### config.mk
export PLATFORM = sky130hd
export DESIGN_NAME = dw_kernel_loader_flat
export DESIGN_NICKNAME = d
export VERILOG_FILES = /design/src/rtl/dw_kernel_loader_if.sv /design/src/rtl/dw_kernel_loader.sv /design/src/flat_wrapper.sv
export SDC_FILE = /design/constraint.sdc
export NUM_CORES = 1
export LEC_CHECK = 0
export ABC_AREA = 1
export CORE_ASPECT_RATIO = 1.75
export CORE_UTILIZATION = 52
export DETAILED_ROUTE_END_ITERATION = 8
export PLACE_DENSITY = 0.82
export SYNTH_ARGS = -nofsm -noshare
export SYNTH_HDL_FRONTEND = slang
export SYNTH_SLANG_ARGS = --single-unit
### constraint.sdc
create_clock -name clock -period 3.5 [get_ports clock]
set_clock_uncertainty 0.15 [all_clocks]
set_input_delay 0.7 -clock clock [delete_from_list [all_inputs] [get_ports clock]]
set_output_delay 0.7 -clock clock [all_outputs]
set_load 0.1 [all_outputs]
### src/rtl/dw_kernel_loader_if.sv
// Read-port bundle between dw_kernel_loader (master) and weight_memory (slave).
// One request per read_en strobe; read_valid/read_data return the word later.
interface dw_kernel_loader_if #(
    parameter int unsigned ADDR_WIDTH = 10,
    parameter int unsigned DATA_WIDTH = 8
);
    logic [ADDR_WIDTH-1:0] read_addr;
    logic                  read_en;
    logic [DATA_WIDTH-1:0] read_data;
    logic                  read_valid;

    modport master (
        output read_addr,
        output read_en,
        input  read_data,
        input  read_valid
    );

    modport slave (
        input  read_addr,
        input  read_en,
        output read_data,
        output read_valid
    );
endinterface

### src/rtl/dw_kernel_loader.sv
// dw_kernel_loader: fetches one 3x3 depthwise kernel (KERNEL_TAPS taps) from
// weight_memory with a single outstanding read at a time and presents it as a
// parallel tap array for depthwise_conv3x3_engine.
//
// Optional feature macro: DW_KERNEL_AUTOSTART_EN
//   When defined, o_conv_clear and o_conv_start exist and the completion path
//   becomes CLR -> STRT -> DONE, so the engine is cleared and started before
//   done pulses. When undefined those ports are absent.
module dw_kernel_loader #(
    parameter int unsigned ADDR_WIDTH     = 10,
    parameter int unsigned DATA_WIDTH     = 8,
    parameter int unsigned KERNEL_TAPS    = 9,
    parameter int unsigned TIMEOUT_CYCLES = 16
) (
    input  logic                  clock,
    input  logic                  reset,
    input  logic                  i_load_start,
    input  logic [ADDR_WIDTH-1:0] i_base_addr,
    output logic                  o_busy,
    output logic                  o_done,
    output logic                  o_error,
    output logic                  o_kernel_valid,
    output logic [DATA_WIDTH-1:0] o_kernel_out [KERNEL_TAPS-1:0],
`ifdef DW_KERNEL_AUTOSTART_EN
    output logic                  o_conv_clear,
    output logic                  o_conv_start,
`endif
    dw_kernel_loader_if.master    mem_bus
);

    localparam int unsigned IDX_W = (KERNEL_TAPS > 1) ? $clog2(KERNEL_TAPS) : 1;
    localparam int unsigned TMR_W = $clog2(TIMEOUT_CYCLES + 1);

    localparam logic [IDX_W-1:0] LAST_IDX = IDX_W'(KERNEL_TAPS - 1);
    localparam logic [TMR_W-1:0] TMR_LAST = TMR_W'(TIMEOUT_CYCLES - 1);

`ifdef DW_KERNEL_AUTOSTART_EN
    typedef enum logic [2:0] {
        StIdle,
        StReq,
        StWait,
        StDone,
        StErr,
        StClr,
        StStrt
    } state_e;
`else
    typedef enum logic [2:0] {
        StIdle,
        StReq,
        StWait,
        StDone,
        StErr
    } state_e;
`endif

    state_e                r_state;
    state_e                w_state_d;

    logic [ADDR_WIDTH-1:0] r_base;
    logic [IDX_W-1:0]      r_index;
    logic [TMR_W-1:0]      r_timer;
    logic                  r_kernel_valid;
    logic                  r_error;
    logic [DATA_WIDTH-1:0] r_kernel [KERNEL_TAPS-1:0];

    logic                  w_last_tap;
    logic                  w_timeout;

    assign w_last_tap = (r_index == LAST_IDX);
    assign w_timeout  = (r_timer == TMR_LAST);

    // Address wraps naturally modulo 2^ADDR_WIDTH.
    assign mem_bus.read_addr = r_base + ADDR_WIDTH'(r_index);

    assign o_error        = r_error;
    assign o_kernel_valid = r_kernel_valid;
    assign o_kernel_out   = r_kernel;

    // State register.
    always_ff @(posedge clock) begin
        if (reset) begin
            r_state <= StIdle;
        end else begin
            r_state <= w_state_d;
        end
    end

    // Next-state and state-decoded strobes.
    always_comb begin
        w_state_d       = r_state;
        o_busy          = 1'b0;
        o_done          = 1'b0;
        mem_bus.read_en = 1'b0;
`ifdef DW_KERNEL_AUTOSTART_EN
        o_conv_clear    = 1'b0;
        o_conv_start    = 1'b0;
`endif
        unique case (r_state)
            StIdle: begin
                if (i_load_start) begin
                    w_state_d = StReq;
                end
            end
            StReq: begin
                o_busy          = 1'b1;
                mem_bus.read_en = 1'b1;
                w_state_d       = StWait;
            end
            StWait: begin
                o_busy = 1'b1;
                if (mem_bus.read_valid) begin
                    if (w_last_tap) begin
`ifdef DW_KERNEL_AUTOSTART_EN
                        w_state_d = StClr;
`else
                        w_state_d = StDone;
`endif
                    end else begin
                        w_state_d = StReq;
                    end
                end else if (w_timeout) begin
                    w_state_d = StErr;
                end
            end
`ifdef DW_KERNEL_AUTOSTART_EN
            StClr: begin
                o_busy       = 1'b1;
                o_conv_clear = 1'b1;
                w_state_d    = StStrt;
            end
            StStrt: begin
                o_busy       = 1'b1;
                o_conv_start = 1'b1;
                w_state_d    = StDone;
            end
`endif
            StDone: begin
                o_busy    = 1'b1;
                o_done    = 1'b1;
                w_state_d = StIdle;
            end
            StErr: begin
                // error is already visible from r_error; busy drops here
                w_state_d = StIdle;
            end
            default: begin
                w_state_d = StIdle;
            end
        endcase
    end

    // Datapath: base latch, tap index, timeout counter, tap capture and flags.
    always_ff @(posedge clock) begin
        if (reset) begin
            r_base         <= '0;
            r_index        <= '0;
            r_timer        <= '0;
            r_kernel_valid <= 1'b0;
            r_error        <= 1'b0;
            for (int i = 0; i < int'(KERNEL_TAPS); i++) begin
                r_kernel[i] <= '0;
            end
        end else begin
            unique case (r_state)
                StIdle: begin
                    if (i_load_start) begin
                        r_base         <= i_base_addr;
                        r_index        <= '0;
                        r_kernel_valid <= 1'b0;
                        r_error        <= 1'b0;
                    end
                end
                StReq: begin
                    r_timer <= '0;
                end
                StWait: begin
                    if (mem_bus.read_valid) begin
                        r_kernel[r_index] <= mem_bus.read_data;
                        if (w_last_tap) begin
                            // Kernel is complete as of this capture.
                            r_kernel_valid <= 1'b1;
                        end else begin
                            r_index <= r_index + 1'b1;
                        end
                    end else begin
                        r_timer <= r_timer + 1'b1;
                        if (w_timeout) begin
                            r_error <= 1'b1;
                        end
                    end
                end
                default: begin
                end
            endcase
        end
    end

endmodule
### src/flat_wrapper.sv
// flat-port wrapper written by rule: the top's interface ports become plain ports
module dw_kernel_loader_flat 
#(
    parameter int unsigned ADDR_WIDTH     = 10,
    parameter int unsigned DATA_WIDTH     = 8,
    parameter int unsigned KERNEL_TAPS    = 9,
    parameter int unsigned TIMEOUT_CYCLES = 16
)
  (clock, reset, i_load_start, i_base_addr, o_busy, o_done, o_error, o_kernel_valid, o_kernel_out, mem_bus_read_addr, mem_bus_read_en, mem_bus_read_data, mem_bus_read_valid);
  dw_kernel_loader_if #(.ADDR_WIDTH(ADDR_WIDTH), .DATA_WIDTH(DATA_WIDTH)) mem_bus_i ();
  input  logic clock;
  input  logic reset;
  input  logic i_load_start;
  input  logic [ADDR_WIDTH-1:0] i_base_addr;
  output logic o_busy;
  output logic o_done;
  output logic o_error;
  output logic o_kernel_valid;
  output logic [DATA_WIDTH-1:0] o_kernel_out[KERNEL_TAPS-1:0];
  output wire logic [$bits(mem_bus_i.read_addr)-1:0] mem_bus_read_addr;
  output wire logic [$bits(mem_bus_i.read_en)-1:0] mem_bus_read_en;
  input wire logic [$bits(mem_bus_i.read_data)-1:0] mem_bus_read_data;
  input wire logic [$bits(mem_bus_i.read_valid)-1:0] mem_bus_read_valid;
  assign mem_bus_read_addr = mem_bus_i.read_addr;
  assign mem_bus_read_en = mem_bus_i.read_en;
  assign mem_bus_i.read_data = mem_bus_read_data;
  assign mem_bus_i.read_valid = mem_bus_read_valid;
  dw_kernel_loader #(.ADDR_WIDTH(ADDR_WIDTH), .DATA_WIDTH(DATA_WIDTH), .KERNEL_TAPS(KERNEL_TAPS), .TIMEOUT_CYCLES(TIMEOUT_CYCLES)) u_core (.clock(clock), .reset(reset), .i_load_start(i_load_start), .i_base_addr(i_base_addr), .o_busy(o_busy), .o_done(o_done), .o_error(o_error), .o_kernel_valid(o_kernel_valid), .o_kernel_out(o_kernel_out), .mem_bus(mem_bus_i));
endmodule
==> out/metrics.cfg <==
[critical_path]
worst-r2r-cell-count = 8
path_max_fanout = 7
end_kind = primary output
path_class = reg -> out
cp.required_ns = 2.65
cp.arrival_ns = 2.39
worstSetupStartpointType = flop

[floorplan]
dieArea_mm2 = 0.008191
fp.coreArea_mm2 = 0.007567
initial_utilization_pct = 53.74
die_w_um = 68.85
rows = 42
die_h_um = 119.0
ios = 109

[clock_network]
ctsResizeCount = 0
cts_hold_buf = 0
cts-root-buf = clkbuf_16
path_clk_slew_ns = 0.06
cts_tree = yes
worstSkewPairLatency_ns = 0.34
cts.htree.levels = 3
post_cts_buffers = 0
cts_sinks = 96
cts_buffers = 9
cts_max_path_buffers = 2

[grt]
grt_max_degree = 49
grt_pass1_wl_um = 17050
grt_overflow = 0
grt_pass1_vias = 3685
grt_usage_pct = 27.73
antenna_found_initial = 0

[synth]
synth_ff_type = dfxtp_1
yosysUniqueCellTypes = 23
synthSimpleGateAreaFrac_pct = 28.25
syn_nets = 570
synth_fa_ha_area_share_pct = 3.569
synth_compound_area_share_pct = 13.75
synth-seq-cells = 96
synth_top_area_cell = dfxtp_1
muxShareOfSynthArea_pct = 0
avgSynthCellArea_um2 = 7.572
syn_area_mm2 = 0.004066
synth_xor_xnor_area_share_pct = 1.077
yosys_warnings = 0
synth.top_cell.area_share_pct = 47.26
synth_top_family_by_area = simple AND/OR/NAND/NOR gates
synth_enable_flop_cells = 0
syn_inst = 537
yosys-top-cells-area = dfxtp_1 (47%), nor2_1 (15%), o21ai_0 (11%)
async_flop_share_pct = 0
synth-seq-area-share_pct = 47.26

[place]
io_buffer_count = 108
gp_congestion = 0.8655
dp_hpwl_um = 7350
placed_cell_area_mm2 = 0.005022

[drt]
viasPerCell = 5.299
vias = 3863
drtIter0Drc = 290
avgRoutedWirePerCell_um = 14.40
ant_nets = 0
drc = 0
routed_wirelength_um = 10500
dr.pass1.iters = 5

[final_layout]
antenna_cells_inserted = 0
nFillCells = 628
area_growth_syn_to_layout_pct = 31.42
utilization_pct = 70.62
drive_gt1_share_pct = 20.28
num-nets-final = 669
postLayoutCellArea_mm2 = 0.005344
layout_common_cells = nor2_1 (163), dfxtp_1 (96), o21ai_0 (87)
layout_commonest_cell = nor2_1

[sta]
max_slew_margin_pct = 62.77
fmax_ghz = 0.3084
finalCritPeriodShare_pct = 92.65
rsz0062_at_grt = false
setup_viol_count_final = 0
hold_violations = 0
slew_violations = 0
fin_setup_tns_ns = 0
hold_slack_ns = 0.3036
period_minus_slack_ns = 3.243
tightest_slew_ns = 0.5577

[pwr]
power.total_mw = 2.733
power_density_mw_per_mm2 = 511.4
p_leak_nw = 2.656
ir_worst_vdd_mv = 0.4279

[hold_path]
holdPathStages = 2
worstHoldPathType = reg -> reg

[run]
maxCapViolCount = 0

[run_status]
outcome = finished clean

worst max-delay path, cell delays in order (launching register included):
cell,delay (ns)
dfxtp_1,0.46
ha_1,0.23
inv_1,0.08
fa_1,0.46
o21ai_0,0.17
buf_4,0.16
nand3_1,0.10
xor2_2,0.20
buf_12,0.19
cells in the mapped netlist, drive strengths merged, types with 2 or more instances:
master  count
nor2      173
dfxtp      96
inv        40
nand4       2
buf        10
nand2      55
nand3      18
nor3        4
ha         10
clkbuf     12
xor2        4
o21ai      87
a21oi      22
sequential cells by signal, indices dropped and copies added, names as in the netlist:
name,cells
u_core.r_timer,5
u_core.o_kernel_out,72
u_core.o_kernel_valid,1
u_core.r_state,3
u_core.r_index,4
u_core.o_error,1
u_core.r_base,10
where the power goes:
| part | total [mW] | switching [mW] | leakage [nW] | internal [mW] |
|---|---|---|---|---|
| clock network | 1.05 | 0.409 | 0.160 | 0.646 |
| registers | 1.15 | 0.0274 | 0.776 | 1.13 |
| logic | 0.524 | 0.395 | 1.72 | 0.130 |
| total | 2.73 | 0.831 | 2.66 | 1.90 |
cells by family after synthesis:
kind of cell	after synthesis
and+or+nand+nor	252
AOI/OAI and AO/OA	111
DFF	96
buffers and inverters	62
adders and majority gates	11
xor gates and xnor gates	5
final timing paths:
path / startpoint / end / slack, ns
min: u_core.o_error$_SDFFE_PP0P_ / u_core.o_error$_SDFFE_PP0P_ / 0.30
max reg2reg: u_core.r_index[0]$_SDFFE_PP0P_ / u_core.o_kernel_out[69]$_SDFFE_PP0P_ / 1.57
min reg2reg: u_core.o_error$_SDFFE_PP0P_ / u_core.o_error$_SDFFE_PP0P_ / 0.30
max: u_core.r_index[0]$_SDFFE_PP0P_ / mem_bus_read_addr[8] / 0.26
per-layer routing:
metal / track usage (%) / wire (um) / vias to the layer above
met5: 0 / 0 / -
met4: 12.12 / 231 / 0
met3: 6.801 / 565 / 20
met2: 46.91 / 5706 / 121
met1: 31.56 / 3995 / 1810
li1: - / - / 1912
final cells by class:
| type | instances | area [um2] | area share, % |
|---|---|---|---|
| timing repair buffer | 110 | 928.4 | 17.37 |
| sequential | 96 | 1922 | 35.96 |
| inverter | 40 | 150.1 | 2.810 |
| tap | 88 | 110.1 | 2.060 |
| clock inverter | 5 | 78.83 | 1.475 |
| multi-input combinational | 379 | 1912 | 35.78 |
| clock buffer | 11 | 242.7 | 4.542 |
per-stage QoR:
| step | setup slack, ns | std cells |
|---|---|---|
| CTS | 0.2353 | 729 |
| floorplan | -0.01348 | 537 |
| detailed placement | 0.6260 | 713 |
| global placement | 0.7030 | 713 |
| finish | 0.2574 | 729 |
| global route | 0.07621 | 729 |
Power figures use the tool's default switching activity.
